## src/rtl/ps2_pkg.sv

```systemverilog
// Shared constants, state encoding and the set-2 scan-code map for the PS/2
// keyboard interface.
package ps2_pkg;

  localparam logic [7:0] SC_BREAK  = 8'hF0;
  localparam logic [7:0] SC_EXT    = 8'hE0;
  localparam logic [7:0] SC_LSHIFT = 8'h12;
  localparam logic [7:0] SC_RSHIFT = 8'h59;
  localparam logic [7:0] SC_CTRL   = 8'h14;
  localparam logic [7:0] SC_CAPS   = 8'h58;

  localparam int FRAME_BITS = 11;

  typedef enum logic [1:0] {NORMAL, BRK, EXT, EXTBRK} kbd_state_t;

  localparam int STAT_NOT_EMPTY  = 7;
  localparam int STAT_OVERFLOW   = 6;
  localparam int STAT_PARITY_ERR = 5;
  localparam int STAT_FRAME_ERR  = 4;

  localparam logic [1:0] ADDR_DATA   = 2'd0;
  localparam logic [1:0] ADDR_STATUS = 2'd1;
  localparam logic [1:0] ADDR_RAW    = 2'd2;
  localparam logic [1:0] ADDR_DROPS  = 2'd3;

  typedef struct packed {
    logic       valid;
    logic       isLetter;
    logic [7:0] ch;
  } key_map_t;

  // Letters come back uppercase; the caller applies case and ctrl.
  function automatic key_map_t f_mapScan(input logic [7:0] code, input logic shift);
    key_map_t m;
    m.valid    = 1'b1;
    m.isLetter = 1'b1;
    m.ch       = 8'h00;
    case (code)
      8'h1C: m.ch = "A";  8'h32: m.ch = "B";  8'h21: m.ch = "C";  8'h23: m.ch = "D";
      8'h24: m.ch = "E";  8'h2B: m.ch = "F";  8'h34: m.ch = "G";  8'h33: m.ch = "H";
      8'h43: m.ch = "I";  8'h3B: m.ch = "J";  8'h42: m.ch = "K";  8'h4B: m.ch = "L";
      8'h3A: m.ch = "M";  8'h31: m.ch = "N";  8'h44: m.ch = "O";  8'h4D: m.ch = "P";
      8'h15: m.ch = "Q";  8'h2D: m.ch = "R";  8'h1B: m.ch = "S";  8'h2C: m.ch = "T";
      8'h3C: m.ch = "U";  8'h2A: m.ch = "V";  8'h1D: m.ch = "W";  8'h22: m.ch = "X";
      8'h35: m.ch = "Y";  8'h1A: m.ch = "Z";
      default: begin
        m.isLetter = 1'b0;
        case (code)
          8'h45: m.ch = shift ? ")" : "0";
          8'h16: m.ch = shift ? "!" : "1";
          8'h1E: m.ch = shift ? "@" : "2";
          8'h26: m.ch = shift ? "#" : "3";
          8'h25: m.ch = shift ? "$" : "4";
          8'h2E: m.ch = shift ? "%" : "5";
          8'h36: m.ch = shift ? "^" : "6";
          8'h3D: m.ch = shift ? "&" : "7";
          8'h3E: m.ch = shift ? "*" : "8";
          8'h46: m.ch = shift ? "(" : "9";
          8'h0E: m.ch = shift ? "~" : 8'h60;
          8'h4E: m.ch = shift ? "_" : "-";
          8'h55: m.ch = shift ? "+" : "=";
          8'h54: m.ch = shift ? "{" : "[";
          8'h5B: m.ch = shift ? "}" : "]";
          8'h5D: m.ch = shift ? "|" : "\\";
          8'h4C: m.ch = shift ? ":" : ";";
          8'h52: m.ch = shift ? "\"" : "'";
          8'h41: m.ch = shift ? "<" : ",";
          8'h49: m.ch = shift ? ">" : ".";
          8'h4A: m.ch = shift ? "?" : "/";
          8'h66: m.ch = 8'h08;
          8'h5A: m.ch = 8'h0D;
          8'h29: m.ch = 8'h20;
          8'h76: m.ch = 8'h1B;
          default: m.valid = 1'b0;
        endcase
      end
    endcase
    return m;
  endfunction

endpackage

```

## src/rtl/ps2_kbd_fifo_rx_frame.sv

```systemverilog
// PS/2 frame receiver: synchronises and glitch-filters key_clk in the system
// clock domain, shifts in 11-bit frames and flags framing/parity/timeout errors.
module ps2_rx_frame
  import ps2_pkg::*;
#(
  parameter int FILTER_LEN  = 8,
  parameter int TIMEOUT_CYC = 50000
) (
  input  logic       i_clk,
  input  logic       i_reset,
  input  logic       i_keyClk,
  input  logic       i_keyDin,
  output logic       o_byteStb,
  output logic [7:0] o_byte,
  output logic       o_parityErrStb,
  output logic       o_frameErrStb
);

  localparam int            TW       = $clog2(TIMEOUT_CYC + 1);
  localparam logic [7:0]    FILT_MAX = 8'(FILTER_LEN - 1);
  localparam logic [TW-1:0] TO_MAX   = TW'(TIMEOUT_CYC - 1);

  logic [1:0]    r_clkSync, r_dinSync;
  logic          r_filtClk, r_filtPrev;
  logic [7:0]    r_filtCnt;
  logic [9:0]    r_shift;
  logic [3:0]    r_bitCnt;
  logic [TW-1:0] r_toCnt;

  logic        w_fall;
  logic [10:0] w_frame;

  always_comb begin
    w_fall  = r_filtPrev & ~r_filtClk;
    w_frame = {r_dinSync[1], r_shift};
  end

  // Lines idle high, so synchronisers and the filtered clock reset to 1.
  always_ff @(posedge i_clk) begin
    if (i_reset) begin
      r_clkSync      <= 2'b11;
      r_dinSync      <= 2'b11;
      r_filtClk      <= 1'b1;
      r_filtPrev     <= 1'b1;
      r_filtCnt      <= '0;
      r_shift        <= '0;
      r_bitCnt       <= '0;
      r_toCnt        <= '0;
      o_byteStb      <= 1'b0;
      o_byte         <= '0;
      o_parityErrStb <= 1'b0;
      o_frameErrStb  <= 1'b0;
    end else begin
      r_clkSync  <= {r_clkSync[0], i_keyClk};
      r_dinSync  <= {r_dinSync[0], i_keyDin};
      r_filtPrev <= r_filtClk;

      if (r_clkSync[1] == r_filtClk) begin
        r_filtCnt <= '0;
      end else if (r_filtCnt == FILT_MAX) begin
        r_filtClk <= r_clkSync[1];
        r_filtCnt <= '0;
      end else begin
        r_filtCnt <= r_filtCnt + 8'd1;
      end

      o_byteStb      <= 1'b0;
      o_parityErrStb <= 1'b0;
      o_frameErrStb  <= 1'b0;

      // w_frame[0] is the start bit, [8:1] data, [9] parity, [10] stop.
      if (w_fall) begin
        r_toCnt <= '0;
        if (r_bitCnt == 4'(FRAME_BITS - 1)) begin
          r_bitCnt <= '0;
          if (w_frame[0] || !w_frame[10]) begin
            o_frameErrStb <= 1'b1;
          end else if ((^w_frame[9:1]) == 1'b0) begin
            o_parityErrStb <= 1'b1;
          end else begin
            o_byteStb <= 1'b1;
            o_byte    <= w_frame[8:1];
          end
        end else begin
          r_shift  <= w_frame[10:1];
          r_bitCnt <= r_bitCnt + 4'd1;
        end
      end else if (r_bitCnt != 4'd0) begin
        if (r_toCnt == TO_MAX) begin
          r_bitCnt      <= '0;
          r_toCnt       <= '0;
          o_frameErrStb <= 1'b1;
        end else begin
          r_toCnt <= r_toCnt + 1'b1;
        end
      end else begin
        r_toCnt <= '0;
      end
    end
  end

endmodule

```

## src/rtl/ps2_kbd_fifo.sv

```systemverilog
// Apple-1 PS/2 keyboard interface: scan-code translator, character FIFO and
// the 4-register CPU read window.
module ps2_kbd_fifo
  import ps2_pkg::*;
#(
  parameter int FILTER_LEN  = 8,
  parameter int TIMEOUT_CYC = 50000,
  parameter int FIFO_AW     = 3,
  parameter bit UPPER_ONLY  = 1'b1
) (
  input  logic       clk25,
  input  logic       reset,
  input  logic       key_clk,
  input  logic       key_din,
  input  logic       cs,
  input  logic [1:0] address,
  output logic [7:0] dout
);

  localparam int                 DEPTH    = 1 << FIFO_AW;
  localparam logic [FIFO_AW:0]   FULL_CNT = (FIFO_AW + 1)'(DEPTH);

  logic       w_byteStb, w_parityErrStb, w_frameErrStb;
  logic [7:0] w_byte;

  ps2_rx_frame #(
    .FILTER_LEN (FILTER_LEN),
    .TIMEOUT_CYC(TIMEOUT_CYC)
  ) u_rx (
    .i_clk         (clk25),
    .i_reset       (reset),
    .i_keyClk      (key_clk),
    .i_keyDin      (key_din),
    .o_byteStb     (w_byteStb),
    .o_byte        (w_byte),
    .o_parityErrStb(w_parityErrStb),
    .o_frameErrStb (w_frameErrStb)
  );

  kbd_state_t r_state;
  logic       r_shift, r_ctrl, r_caps;
  logic       r_emitStb;
  logic [7:0] r_emitChar;
  key_map_t   w_map;
  logic [7:0] w_char;

  always_comb begin
    w_map  = f_mapScan(w_byte, r_shift);
    w_char = w_map.ch;
    if (w_map.isLetter) begin
      if (r_ctrl)
        w_char = w_map.ch & 8'h1F;
      else if (!UPPER_ONLY && !(r_shift ^ r_caps))
        w_char = w_map.ch | 8'h20;
    end
  end

  always_ff @(posedge clk25) begin
    if (reset) begin
      r_state    <= NORMAL;
      r_shift    <= 1'b0;
      r_ctrl     <= 1'b0;
      r_caps     <= 1'b0;
      r_emitStb  <= 1'b0;
      r_emitChar <= '0;
    end else begin
      r_emitStb <= 1'b0;
      if (w_byteStb) begin
        case (r_state)
          NORMAL: begin
            if (w_byte == SC_BREAK)                               r_state <= BRK;
            else if (w_byte == SC_EXT)                            r_state <= EXT;
            else if (w_byte == SC_LSHIFT || w_byte == SC_RSHIFT)  r_shift <= 1'b1;
            else if (w_byte == SC_CTRL)                           r_ctrl  <= 1'b1;
            else if (w_byte == SC_CAPS)                           r_caps  <= ~r_caps;
            else if (w_map.valid) begin
              r_emitStb  <= 1'b1;
              r_emitChar <= w_char;
            end
          end
          BRK: begin
            if (w_byte == SC_LSHIFT || w_byte == SC_RSHIFT) r_shift <= 1'b0;
            if (w_byte == SC_CTRL)                          r_ctrl  <= 1'b0;
            r_state <= NORMAL;
          end
          EXT: begin
            if (w_byte == SC_BREAK) begin
              r_state <= EXTBRK;
            end else begin
              r_state <= NORMAL;
              if (w_byte == 8'h5A) begin
                r_emitStb  <= 1'b1;
                r_emitChar <= 8'h0D;
              end else if (w_byte == 8'h4A) begin
                r_emitStb  <= 1'b1;
                r_emitChar <= "/";
              end else if (w_byte == SC_CTRL) begin
                r_ctrl <= 1'b1;
              end
            end
          end
          EXTBRK: begin
            if (w_byte == SC_CTRL) r_ctrl <= 1'b0;
            r_state <= NORMAL;
          end
          default: r_state <= NORMAL;
        endcase
      end
    end
  end

  logic [7:0]         r_mem [DEPTH];
  logic [FIFO_AW-1:0] r_wrPtr, r_rdPtr;
  logic [FIFO_AW:0]   r_count;
  logic               r_csQ, r_overflow, r_parityErr, r_frameErr;
  logic [7:0]         r_raw, r_dropCnt;

  logic       w_rdEvent, w_empty, w_full, w_push, w_drop, w_pop, w_statusRd;
  logic [4:0] w_count5;
  logic [3:0] w_level;
  logic [7:0] w_status;

  always_comb begin
    w_rdEvent  = cs & ~r_csQ;
    w_empty    = (r_count == '0);
    w_full     = (r_count == FULL_CNT);
    w_push     = r_emitStb & ~w_full;
    w_drop     = r_emitStb & w_full;
    w_pop      = w_rdEvent && (address == ADDR_DATA) && !w_empty;
    w_statusRd = w_rdEvent && (address == ADDR_STATUS);
    w_count5   = 5'(r_count);
    w_level    = w_count5[4] ? 4'hF : w_count5[3:0];
    w_status   = {4'h0, w_level};
    w_status[STAT_NOT_EMPTY]  = ~w_empty;
    w_status[STAT_OVERFLOW]   = r_overflow;
    w_status[STAT_PARITY_ERR] = r_parityErr;
    w_status[STAT_FRAME_ERR]  = r_frameErr;
  end

  always_ff @(posedge clk25) begin
    if (w_push) r_mem[r_wrPtr] <= r_emitChar;
  end

  // Sticky flags: a new error in the same cycle as a status read wins.
  always_ff @(posedge clk25) begin
    if (reset) begin
      r_wrPtr     <= '0;
      r_rdPtr     <= '0;
      r_count     <= '0;
      r_csQ       <= 1'b0;
      r_overflow  <= 1'b0;
      r_parityErr <= 1'b0;
      r_frameErr  <= 1'b0;
      r_raw       <= '0;
      r_dropCnt   <= '0;
      dout        <= '0;
    end else begin
      r_csQ <= cs;
      if (w_push) r_wrPtr <= r_wrPtr + 1'b1;
      if (w_pop)  r_rdPtr <= r_rdPtr + 1'b1;
      case ({w_push, w_pop})
        2'b10:   r_count <= r_count + 1'b1;
        2'b01:   r_count <= r_count - 1'b1;
        default: r_count <= r_count;
      endcase

      if (w_drop)              r_overflow  <= 1'b1;
      else if (w_statusRd)     r_overflow  <= 1'b0;
      if (w_parityErrStb)      r_parityErr <= 1'b1;
      else if (w_statusRd)     r_parityErr <= 1'b0;
      if (w_frameErrStb)       r_frameErr  <= 1'b1;
      else if (w_statusRd)     r_frameErr  <= 1'b0;

      if (w_drop && r_dropCnt != 8'hFF) r_dropCnt <= r_dropCnt + 8'd1;
      if (w_byteStb)                    r_raw     <= w_byte;

      if (w_rdEvent) begin
        case (address)
          ADDR_DATA:   dout <= w_empty ? 8'h00 : r_mem[r_rdPtr];
          ADDR_STATUS: dout <= w_status;
          ADDR_RAW:    dout <= r_raw;
          default:     dout <= r_dropCnt;
        endcase
      end
    end
  end

endmodule

```

## config.mk

```make
export PLATFORM = sky130hd
export DESIGN_NAME = ps2_kbd_fifo
export DESIGN_NICKNAME = d
export VERILOG_FILES = /design/src/rtl/ps2_pkg.sv /design/src/rtl/ps2_kbd_fifo_rx_frame.sv /design/src/rtl/ps2_kbd_fifo.sv
export SDC_FILE = /design/constraint.sdc
export NUM_CORES = 1
export LEC_CHECK = 0
export ABC_AREA = 1
export CORE_ASPECT_RATIO = 0.7
export CORE_MARGIN = 5
export CORE_UTILIZATION = 25
export DETAILED_ROUTE_END_ITERATION = 8
export PLACE_DENSITY = 0.39
export SLEW_MARGIN = 20
export SYNTH_ARGS = -nofsm -noshare
export SYNTH_HDL_FRONTEND = slang
export SYNTH_SLANG_ARGS = --single-unit
```

## constraint.sdc

```tcl
create_clock -name clk25 -period 2.56 [get_ports clk25]
set_clock_uncertainty 0.2 [all_clocks]
set_input_delay 0.512 -clock clk25 [delete_from_list [all_inputs] [get_ports clk25]]
set_output_delay 0.512 -clock clk25 [all_outputs]
set_load 0.01 [all_outputs]
```

# Yosys cells after proc, flatten, opt, wreduce, memory -nomap -nowiden
# Memories as Yosys holds them, arrays and structs flattened. A register that Yosys moved wholly into a read port is not among the register bits.
# Index checks and enable logic that the tools add are counted.
[totals] regBits=106 latch_bits=0 ram_bits=64 mem_bits_ro=0 input_bits=7 out_inout_bits=8 word_cells=257 mem_count=1
[memory_table] name="r_mem" depth=8 width=8 read_ports=1 rd_clocked_by_memory_dff=1 write_ports=1 line="ps2_kbd_fifo.sv:112" text="logic [7:0] r_mem [DEPTH];"
[op_classes] n_addsub=8 mul=0 n_div=0 magnitude_cmp=0 n_eq_ne=84 shift=0 mux=87 bitwise=14 n_reduce_logical=36
[ops] op="8-bit by 6-bit == test with 1-bit output (second input constant)" count=23
[ops] op="7-bit case mux with 26 select lines" count=1
[ops] op="8-bit by 7-bit == test with 1-bit output (second input constant)" count=22
[ops] op="7-bit case mux with 25 select lines" count=1
[ops] op="8-bit two-way mux" count=12
[ops] op="8-bit by 5-bit == test with 1-bit output (second input constant)" count=9
[ops] op="5-bit two-way mux" count=13
[ops] op="1-bit two-way mux" count=36
[ops] op="26-bit OR reduction" count=1
[ops] op="25-bit OR reduction" count=1
[ops] op="8-bit case mux with 3 select lines" count=1
[ops] op="2-bit inequality test (second input constant)" count=11
[ops] op="7-bit two-way mux" count=3
[ops] op="6-bit two-way mux" count=3
[ops] op="16-bit by 1-bit adder with 16-bit output (second input constant)" count=1
[ops] op="8-bit by 1-bit adder with 8-bit output (second input constant)" count=2
[ops] op="16-bit == test (second input constant)" count=1
[ops] op="8-bit == test (second input constant)" count=2
[ops] op="4-bit two-way mux" count=4
[ops] op="8-bit case mux with 2 select lines" count=1
[ops] op="2-bit nonzero test" count=8
[ops] op="1-bit NOT" count=10
[ops] op="10-bit AND reduction" count=1
[ops] op="3-bit two-way mux" count=3
[ops] op="32 further kinds" count=59

# Longest topological paths before layout
# Gate-level depths: netlist of run 1.
[depth] ltp_word=12 mapped_depth=16

# Hierarchy
# From an unflattened synthesis of run 1, not the netlist that was laid out.
[hier_totals] cells_unflattened=1143 hier_area_um2=8375.5
[by_module_without_submodules] mod="ps2_kbd_fifo" instances=1 cells_per_inst=800 area_each_um2=5839.4 seq_area_each_um2=2742.6
[by_module_without_submodules] mod="ps2_rx_frame" instances=1 cells_per_inst=343 area_each_um2=2536.2 seq_area_each_um2=1101.1

# Worst setup path before layout of run 1
# Ideal clock, no wire load.
[synth_path] path_type="input to register" start="input port cs" end="register r_count[3]" setup_time_ps=119 t_arrival_ps=2306 required_ps=2241 slack_ps=-66 stages=14 path_buffers=0 cell_sequence="inv_1 > nor2_1 > inv_1 > nor2_1 > ha_1 > ha_1 > nand2_1 > nor2_1 > a211oi_1 > nor2_1 > nor2_1 > nand2_1 > o21ai_0 > a21oi_1"
[synth_between] elab_chain_len=5 word_cells_on_any_way=7 cone_classes="2 x eq/ne; 1 x mux; 1 x bitwise; 3 x reduce/logical"
[synth_rtl] element="start, declared" line="ps2_kbd_fifo.sv:15" text="input logic cs,"
[synth_rtl] element="1-bit bitwise AND *" line="ps2_kbd_fifo.sv:124" text="w_rdEvent = cs & ~r_csQ;"
[synth_rtl] element="1-bit logical AND * (2 in series)" line="ps2_kbd_fifo.sv:129" text="w_pop = w_rdEvent && (address == ADDR_DATA) && !w_empty;"
[synth_rtl] element="net w_pop" line="ps2_kbd_fifo.sv:118" text="logic w_rdEvent, w_empty, w_full, w_push, w_drop, w_pop, w_statusRd;"
[synth_rtl] element="2-bit by 1-bit == test with 1-bit output or 2-bit == test (tied branches)" line="ps2_kbd_fifo.sv:161" text="case ({w_push, w_pop})"
[synth_rtl] element="4-bit case mux with 2 select lines or 2-bit nonzero test (tied branches)"
[synth_rtl] element="end signal, assigned" line="ps2_kbd_fifo.sv:162" text="2'b10: r_count <= r_count + 1'b1;"
[synth_rtl] element="end signal, assigned" line="ps2_kbd_fifo.sv:163" text="2'b01: r_count <= r_count - 1'b1;"
[synth_rtl] element="end signal, assigned" line="ps2_kbd_fifo.sv:164" text="default: r_count <= r_count;"
[synth_rtl] element="end, declared" line="ps2_kbd_fifo.sv:114" text="logic [FIFO_AW:0] r_count;"
# The timed path passes the listed nets; every way through them passes the cells marked *.
# A chain may end at the register's enable or synchronous reset.

# Worst setup path in the final report of run 1
# Same ends and word-level chain as after synthesis.

==> results of run 1 <==
==> layer usage <==
metal  GRT usage  vias to the layer above  routed length (um)
li1            -                     3542                   -
met1       0.206                     3182               12800
met2       0.167                      129                8000
met3      0.0306                       13                 942
met4      0.0296                        0                 221
met5           0                        -                   0
==> worst max path at each step <==
stage | startpoint | endpoint | slack (ns)
after detailed placement | cs | r_count[3]$_SDFFE_PP0P_ | -0.41
final | cs | r_count[3]$_SDFFE_PP0P_ | 0.21
after floorplan | cs | r_count[3]$_SDFFE_PP0P_ | 0.04
after global placement | cs | r_count[3]$_SDFFE_PP0P_ | -0.41
after CTS | u_rx.o_byte[7]$_SDFFE_PP0P_ | r_emitChar[2]$_SDFFE_PP0P_ | 0.02
after global routing | u_rx.o_byte[0]$_SDFFE_PP0P_ | r_emitChar[2]$_SDFFE_PP0P_ | 0.003
==> cell usage in the layout, fill, tap and decap left out, types with 4 or more instances in the layout <==
cell	n
sky130_fd_sc_hd__a21oi_1	62
sky130_fd_sc_hd__nand2_2	6
sky130_fd_sc_hd__inv_6	5
sky130_fd_sc_hd__buf_4	45
sky130_fd_sc_hd__nand2_1	207
sky130_fd_sc_hd__o2111ai_1	7
sky130_fd_sc_hd__nand4_1	10
sky130_fd_sc_hd__inv_2	9
sky130_fd_sc_hd__dfxtp_1	106
sky130_fd_sc_hd__nor2_2	19
sky130_fd_sc_hd__nor4_1	6
sky130_fd_sc_hd__clkdlybuf4s50_1	14
sky130_fd_sc_hd__nor3b_1	5
sky130_fd_sc_hd__o211ai_1	15
sky130_fd_sc_hd__nor2_1	202
sky130_fd_sc_hd__inv_1	89
sky130_fd_sc_hd__edfxtp_1	56
sky130_fd_sc_hd__ha_1	9
sky130_fd_sc_hd__nand3_1	55
sky130_fd_sc_hd__xor2_1	7
sky130_fd_sc_hd__nor3_1	17
sky130_fd_sc_hd__clkbuf_16	17
sky130_fd_sc_hd__or2_2	4
sky130_fd_sc_hd__o21ai_0	81
sky130_fd_sc_hd__xnor2_1	6
==> layout make-up <==
| cell class | count | area, sq um |
|---|---|---|
| fillers | 3364 | 21700 |
| inverters | 102 | 385 |
| flip-flops and latches | 164 | 3850 |
| repair buffers | 60 | 498 |
| clock inverters | 15 | 169 |
| clock buffers | 17 | 425 |
| multi-input cells | 746 | 3620 |
| well taps | 420 | 526 |
==> kinds of logic after synthesis <==
group                    count (synthesis)
AO/OA/AOI/OAI                          181
buffers and inverters                  127
AND/OR/NAND/NOR                        540
XOR/XNOR                                13
flip-flops                             164
adder cells (fa/ha/maj)                 12
==> registers in the layout (all words and copies together), names as in the netlist, 7 cells and up, named ones only <==
signal and flops:
r_mem 56, u_rx.r_toCnt 16, u_rx.r_shift 10, dout 8, r_dropCnt 8, r_raw 8
u_rx.o_byte 8, u_rx.r_filtCnt 8, r_emitChar 7
==> worst reg2reg max path, delay by kind of cell (launching register included) <==
family | cells | cell delay, ns
AND/OR/NAND/NOR | 12 | 1.47
buffers and inverters | 3 | 0.27
flip-flops | 1 | 0.35
==> repair_timing <==
action	4_1_cts	5_1_grt
endpoints found under the hold margin	0	0
buffers inserted	0	1
resized for setup	0	20
endpoints found under the setup margin	0	9
==> power by group through the flow <==
stage | clock [uW] | combinational, uW | sequential, uW
after CTS | 2700 | 78.1 | 2680
after global placement | 0 | 78.5 | 2740
after global routing | 2830 | 87.8 | 2680
after detailed placement | 0 | 78.0 | 2740
after floorplan | 0 | 39.4 | 2740
final | 2620 | 78.0 | 2680
==> stage by stage <==
| stage | hold WS (ns) | instances | cell area (sq um) |
|---|---|---|---|
| floorplan | 0.189 | 1037 | 7890 |
| global placement | 0.192 | 1491 | 8800 |
| detailed placement | 0.194 | 1491 | 8800 |
| CTS | 0.211 | 1523 | 9390 |
| global route | 0.224 | 1524 | 9470 |
| finish | 0.210 | 1524 | 9470 |
==> results.txt, run 1 <==
The flow ran to the end, and the final reports show no timing, DRC or antenna violations. The fraction of synthesis flops using an asynchronous set or reset pin is 0. After layout, the worst setup slack is 0.215 ns. The analysis attributes to cell leakage a power of roughly 0.0037 uW. The worst register-to-register path begins at u_rx.o_byte[7]$_SDFFE_PP0P_.

The number of cells on the worst reg-to-reg path is 15. Clock-pin slew was measured on the worst setup and hold paths at 0.07 ns. Once detailed placement completed, the half-perimeter wirelength came to between 15,000 and 20,000 um. Measured against its own limit, the worst slew margin works out to 0.630. The die span in x is 222 um. The delay of the slowest cell on the worst path is 0.46 ns. The count of final hold-check violations was 0. The routability congestion estimate from global placement came out at ~0.85. By area the synthesized netlist is led by sky130_fd_sc_hd__dfxtp_1 (27%), sky130_fd_sc_hd__edfxtp_1 (21%), sky130_fd_sc_hd__nor2_1 (10%). Among the stages of the critical path, the cell type that occurs most often is sky130_fd_sc_hd__nor2_1. The antenna violation net count after detailed routing is 0.

Before antenna repair, the detailed router went through 5 iterations. The number of buffers created by CTS came out at 17. The post-route core utilization is 0.304. The synthesized netlist contains 42 unique library cells. The worst hold path begins at u_rx.r_dinSync[0]$_SDFF_PP1_.

The critical path runs through a total of 15 cells. IR analysis of the VDD net gives a maximum drop of about 0.41 mV. The critical path goes through clkdlybuf4s50_1, inv_1, nor2_2, inv_2, nor2_4, ha_4, ha_1, nand2_1, nor2_1, a211oi_2, nor2_1, nor2_1, nand2_1, o21ai_1, a21oi_1.

From synthesis to final layout, the design area changed by 20.1%. The total number of vias is 6,866. STA classifies the critical path startpoint as an input port.

The share of synthesized area in the top cell type comes to 0.274. The register share of total power is 0.498. In the final layout, the share of cells above drive strength 1 is 0.118. Grouping stages by cell kind, the critical path spends the most delay in buffers and inverters. In this run the tool buffered the top-level ports with 14 buffer cells. STA classifies the critical path endpoint as a register. The maximum number of buffers from clock root to sink came out at 2. For the final routed database, the setup TNS stands at 0 ns. The standard cell core area came out at 31,100 sq um. The number of inserted diodes is 0. The proportion of synthesized chip area in sequential cells is 0.487. The clock share of power came out at 0.487. The total power is 5370 uW. The xor-xnor portion of the synthesized cell area is 0.0144. The number of buffers inserted by hold repair at cts is 0. Of the total synthesized cell area, the portion taken by full adders, half adders and majority gates is 0.0200. The reg-to-reg setup timing slack is ~0.22 ns.

The later pin in the worst-skew pair is clocked with a latency of about 0.43 ns. The die area came out at 35,200 sq um. The net switching power of the design is 1200 uW. The top fanout value on the critical path came out at 3.

Setup repair after global routing left no endpoint under its margin. After synthesis, the largest family of logic cells by area is simple AND/OR/NAND/NOR gates. For this run, the total global-route usage over all layers was measured as 0.128. The required time at the endpoint of the critical path is 2.68 ns. The max-cap violation count is 0. The highest achievable clock rate is 0.426 GHz. The path with the worst hold slack has its endpoint at u_rx.r_dinSync[1]$_SDFF_PP1_. The final wirelength is 21,900 um. The net count of the mapped netlist came out at ~1,100. The path type of the worst min-delay path is register to register. The clock root buffer master is sky130_fd_sc_hd__clkbuf_16. The cell-internal power is approximately 4200 uW. sky130_fd_sc_hd__dfxtp_1 takes more of the synthesized area than any other cell.

In the final routed layout, each cell accounts on average for 14.4 um. At the end of the flow, the number of nets in the layout was about 1,100. A synthesized cell averages 7.60 sq um. The via count normalized by instance count came out at 4.51. The clock net in this run drives a total of 164 sinks.

After the first detailed-routing iteration, the DRC count stood at slightly above 500. Measured along the y axis, the die boundary spans 159 um. The leftover overflow at the end of global routing is 0. The pre-CTS setup slack came out at -0.408 ns. The first global-routing pass estimated 35,400 um of wire. For this run, design rule violations remaining after detail routing come to 0. Of the total power, the share spent switching nets is 0.224. At the pin with the least slew margin, the transition time is 0.555 ns. The synthesis warning total is 0. The worst setup path is of the input port to register kind.

The share of synthesized area spent on multiplexers came out at 0. The instance count of the mapped netlist came out at 1,037. The number of placement rows is 54. The slowest cell on the critical path is sky130_fd_sc_hd__clkdlybuf4s50_1. The most frequently used cell type in the post-synthesis netlist is sky130_fd_sc_hd__nor2_1. The post-synthesis compound-gate area fraction is 0.127. The most used flip-flop cell after synthesis is sky130_fd_sc_hd__dfxtp_1. Of the available clock period, the critical path in the final layout requires 0.916. The count of flip-flops with a built-in enable after synthesis is 56. The final critical-path required period came out at 2.35 ns. The total power density per cell area is around 570 nW/um^2. The number of max-slew violations in the final report is 0.

The netlist area before placement came out at 7890 sq um. The reg-to-reg endpoint is r_emitChar[2]$_SDFFE_PP0P_. Pin placement for this block handled 15 I/O pins. The pin count of the biggest net entering global routing came out at 55. The area fraction in and, or, nand and nor cells after synthesis came out at 0.288. The number of global-route vias before repair is ~6,300. The register bit count reported by yosys came out at 164. The number of buffers and inverters on the critical path came out at 3. The combinational power share is 0.015. The initial standard-cell utilization of the core came out at 0.253.

The number of cells traversed by the worst hold path came out at 1. The number of antenna violations at the first check in global routing is 0. The total of endpoints with negative setup slack in the final report is 0. The commonest cells after synthesis are sky130_fd_sc_hd__nor2_1 (210), sky130_fd_sc_hd__nand2_1 (207), sky130_fd_sc_hd__dfxtp_1 (108), sky130_fd_sc_hd__inv_1 (90), sky130_fd_sc_hd__o21ai_0 (83). The arrival time at the worst endpoint is 2.47 ns. The maximum level of the CTS H-tree is 4. TritonCTS built the clock tree.
Note: power is estimated with default switching activity, not from simulation.
==> run 2: changes to the inputs <==
Settings changed: CORE_MARGIN 5 to 1.
==> run 2 against run 1 <==
Net effect: via count fell by 0.42%; register-to-register slack about the same; utilization is 0.77 points higher; maximum frequency shrank 0.16%; sequential share of layout area fell by 0.17 points; critical path depth shrank 1; non-clock buffer count up 4; cell count decreased by 0.26%; setup slack worse by 0.0038 ns; critical path type unchanged; largest cell class unchanged; largest power group unchanged; highest routed layer unchanged.
==> results.txt, run 2 (synthesized netlist as in run 1, its figures left out) <==
The number of inserted diodes came out at 0. The worst max-slew margin expressed relative to the limit came out at 0.644. The tightest hold margin is 0.209 ns. The highest achievable clock rate is 0.426 GHz.

Across all register-to-register paths, the minimum setup slack is 0.23 ns. The count of buffers inserted at the top-level ports came out at 14. The worst hold path terminates at u_rx.r_clkSync[1]$_SDFF_PP1_. The register with the most flip-flops in the layout has 56 of them. STA classifies the critical path startpoint as an input port. At the pin with the least slew margin, the transition time is 0.533 ns. After the first detailed-routing iteration, the DRC count stood at 474. The most flop-heavy register is r_mem. In the finished design, the share of the clock period the worst path needs comes to 0.918. The largest individual stage delay along the critical path comes from the cell sky130_fd_sc_hd__clkdlybuf4s50_1. The number of nets in the layout came out at 1,114. The critical path goes through clkdlybuf4s50_1, nor2_2, nand2_2, nor2_4, ha_4, ha_1, nand2_1, nor2_1, a211oi_2, nor2_1, nor2_1, nand2_1, o21ai_1, a21oi_1. The number of cells traversed by the worst hold path came out at 1. The count of final hold-check violations is 0. The number of global-route vias before repair came out at approximately 6,400.

The total of endpoints with negative setup slack in the final report came out at 0. The maximum level of the CTS H-tree came out at 4. CTS placed an instance of sky130_fd_sc_hd__clkbuf_16 at the clock tree root. Entering global routing, the biggest net connects 55 pins. In the final layout, the registers with the most flip-flops are r_mem x56, u_rx.r_toCnt x16, u_rx.r_shift x10. In this run the most used layer during global routing was met1. Leaving out fill and tap cells, the most frequent cell in the layout is sky130_fd_sc_hd__nand2_1. The half-perimeter wire length after placement came out at 15,900 um. The die area is 32,300 sq um. TritonCTS built the clock tree.

In this run the worst setup path begins at address[1]. The top cell types in the final layout, fill and taps aside, are sky130_fd_sc_hd__nand2_1 (206), sky130_fd_sc_hd__nor2_1 (204), sky130_fd_sc_hd__dfxtp_1 (106). In this run the critical register-to-register path is captured at r_emitChar[4]$_SDFFE_PP0P_.

The final wirelength is 21,900 um. The delay of the slowest cell on the worst path came out at 0.45 ns. After detailed routing, the average wire length per cell comes to 14.4 um. Once routing completed, OpenROAD measured the worst setup slack at 0.211 ns. The total power is around 5400 uW. The die height is 151 um. The pre-CTS setup slack came out at -0.456 ns. The path type of the worst min-delay path is register to register. The routed layout has ~7,000 vias. The post-route core utilization came out at 0.312. The number of max-slew violations in the final report is 0. In this run the power density over the cells is 572 nW/um^2. Counting stages on the worst path, the most repeated cell is sky130_fd_sc_hd__nor2_1. The clock-pin slew on the worst setup and hold paths came out at roughly 0.070 ns. From left edge to right edge, the die measures 214 um. Dividing the detail-routed via count by the number of cells gives approximately 4.5. During I/O placement, the number of pins put on the boundary was 15. At the worst endpoint, the required time is about 2.7 ns. The number of antenna violations at the first check in global routing is 0.

The max-cap violation count came out at 0. The maximum number of buffers from clock root to sink is 2. The antenna violation net count after detailed routing came out at 0. After layout, the minimum clock period comes to 2.35 ns. The routability congestion estimate from global placement is ~0.9. The met2 usage is 0.189. The capturing element type of the critical path is a register. Across the VDD grid, the largest voltage drop is 0.307 mV. The leftover overflow at the end of global routing is 0. The count of cells along the worst register-to-register path is 12.

Summing all placed instances gives a cell area of 8820 sq um. The clock sink total is 164. The detailed-routing iteration count for the pre-antenna-repair pass came out at 5.

The launch point of the worst hold path is u_rx.r_clkSync[0]$_SDFF_PP1_. Relative to the synthesized area, the layout overhead comes to 20.6%. The post-route DRC violation count came out at 0. The met3 capacity usage during global routing is 0.0390. The number of buffers inserted by hold repair at cts came out at 0.

The number of buffers created by CTS is 17. In this run the worst path has a maximum fanout of 3. The run finished with clean final reports. The ratio of cells with drive above 1 in the final layout is 0.119. The number of placement rows is 53. The static power due to leakage is about 0.0037 uW. The initial standard-cell utilization of the core came out at 0.258. The startpoint identified for the worst register-to-register timing path is u_rx.o_byte[3]$_SDFFE_PP0P_.

For the worst setup path, the data arrival time is about 2.5 ns. The global-route met1 utilization is 0.222. The standard cell core area came out at 30,500 sq um. The clock latency of the later-clocked register in the worst-skew pair is 0.45 ns. The final design instance area without fill is 9510 sq um. The global-route usage over all layers came out at 0.143. The first global-routing pass estimated approximately 36,000 um of wire. The type of the setup path with the least slack is input port to register. The number of fill cells came out at 3,259.
run 2: through the flow:
| stage | instances | setup TNS, ns |
|---|---|---|
| after floorplan | 1037 | 0 |
| after global routing | 1520 | -0.00609 |
| after CTS | 1519 | 0 |
| after global placement | 1487 | -0.539 |
| after detailed placement | 1487 | -0.632 |
| final | 1520 | 0 |
run 2: repair_timing:
action | CTS | global route
pin swaps | 0 | 8
hold endpoints to repair | 0 | 0
resized for setup | 1 | 20
setup buffers | 0 | 1
setup endpoints to repair | 1 | 9
run 2: how the worst max path moves through the flow:
stage	endpoint	cells past startpoint
detailed placement	r_count[3]$_SDFFE_PP0P_	15
CTS	r_emitChar[4]$_SDFFE_PP0P_	13
global route	r_count[3]$_SDFFE_PP0P_	14
global placement	r_count[3]$_SDFFE_PP0P_	15
floorplan	r_count[3]$_SDFFE_PP0P_	14
finish	r_count[3]$_SDFFE_PP0P_	14
run 2: critical path: cells and delay by family:
kind	cells	cell delay (ns)
simple gates	8	0.69
buf+inv	1	0.45
fa+ha+maj	2	0.39
compound gates	3	0.43
run 2: report_power, final:
part | leakage (uW) | switching, uW | internal (uW)
Clock | 0.000285 | 1200 | 1480
Sequential | 0.00131 | 1.84 | 2670
Combinational | 0.00215 | 48.6 | 30.4
Total | 0.00375 | 1250 | 4190
run 2: cell type report:
| class | instances | area, sq um | area share |
|---|---|---|---|
| flip-flops and latches | 164 | 3850 | 0.404 |
| clock inverters | 15 | 190 | 0.0200 |
| multi-input cells | 746 | 3610 | 0.380 |
| well taps | 412 | 515 | 0.0542 |
| inverters | 102 | 385 | 0.0405 |
| repair buffers | 64 | 533 | 0.0561 |
| clock buffers | 17 | 425 | 0.0447 |
run 2: layer usage:
layer | up-vias | wire length (um) | part of all wire
met5 | - | 0 | 0
met4 | 0 | 128 | 0.0059
met3 | 11 | 1290 | 0.059
met2 | 145 | 8060 | 0.37
met1 | 3134 | 12400 | 0.57
li1 | 3547 | - | -
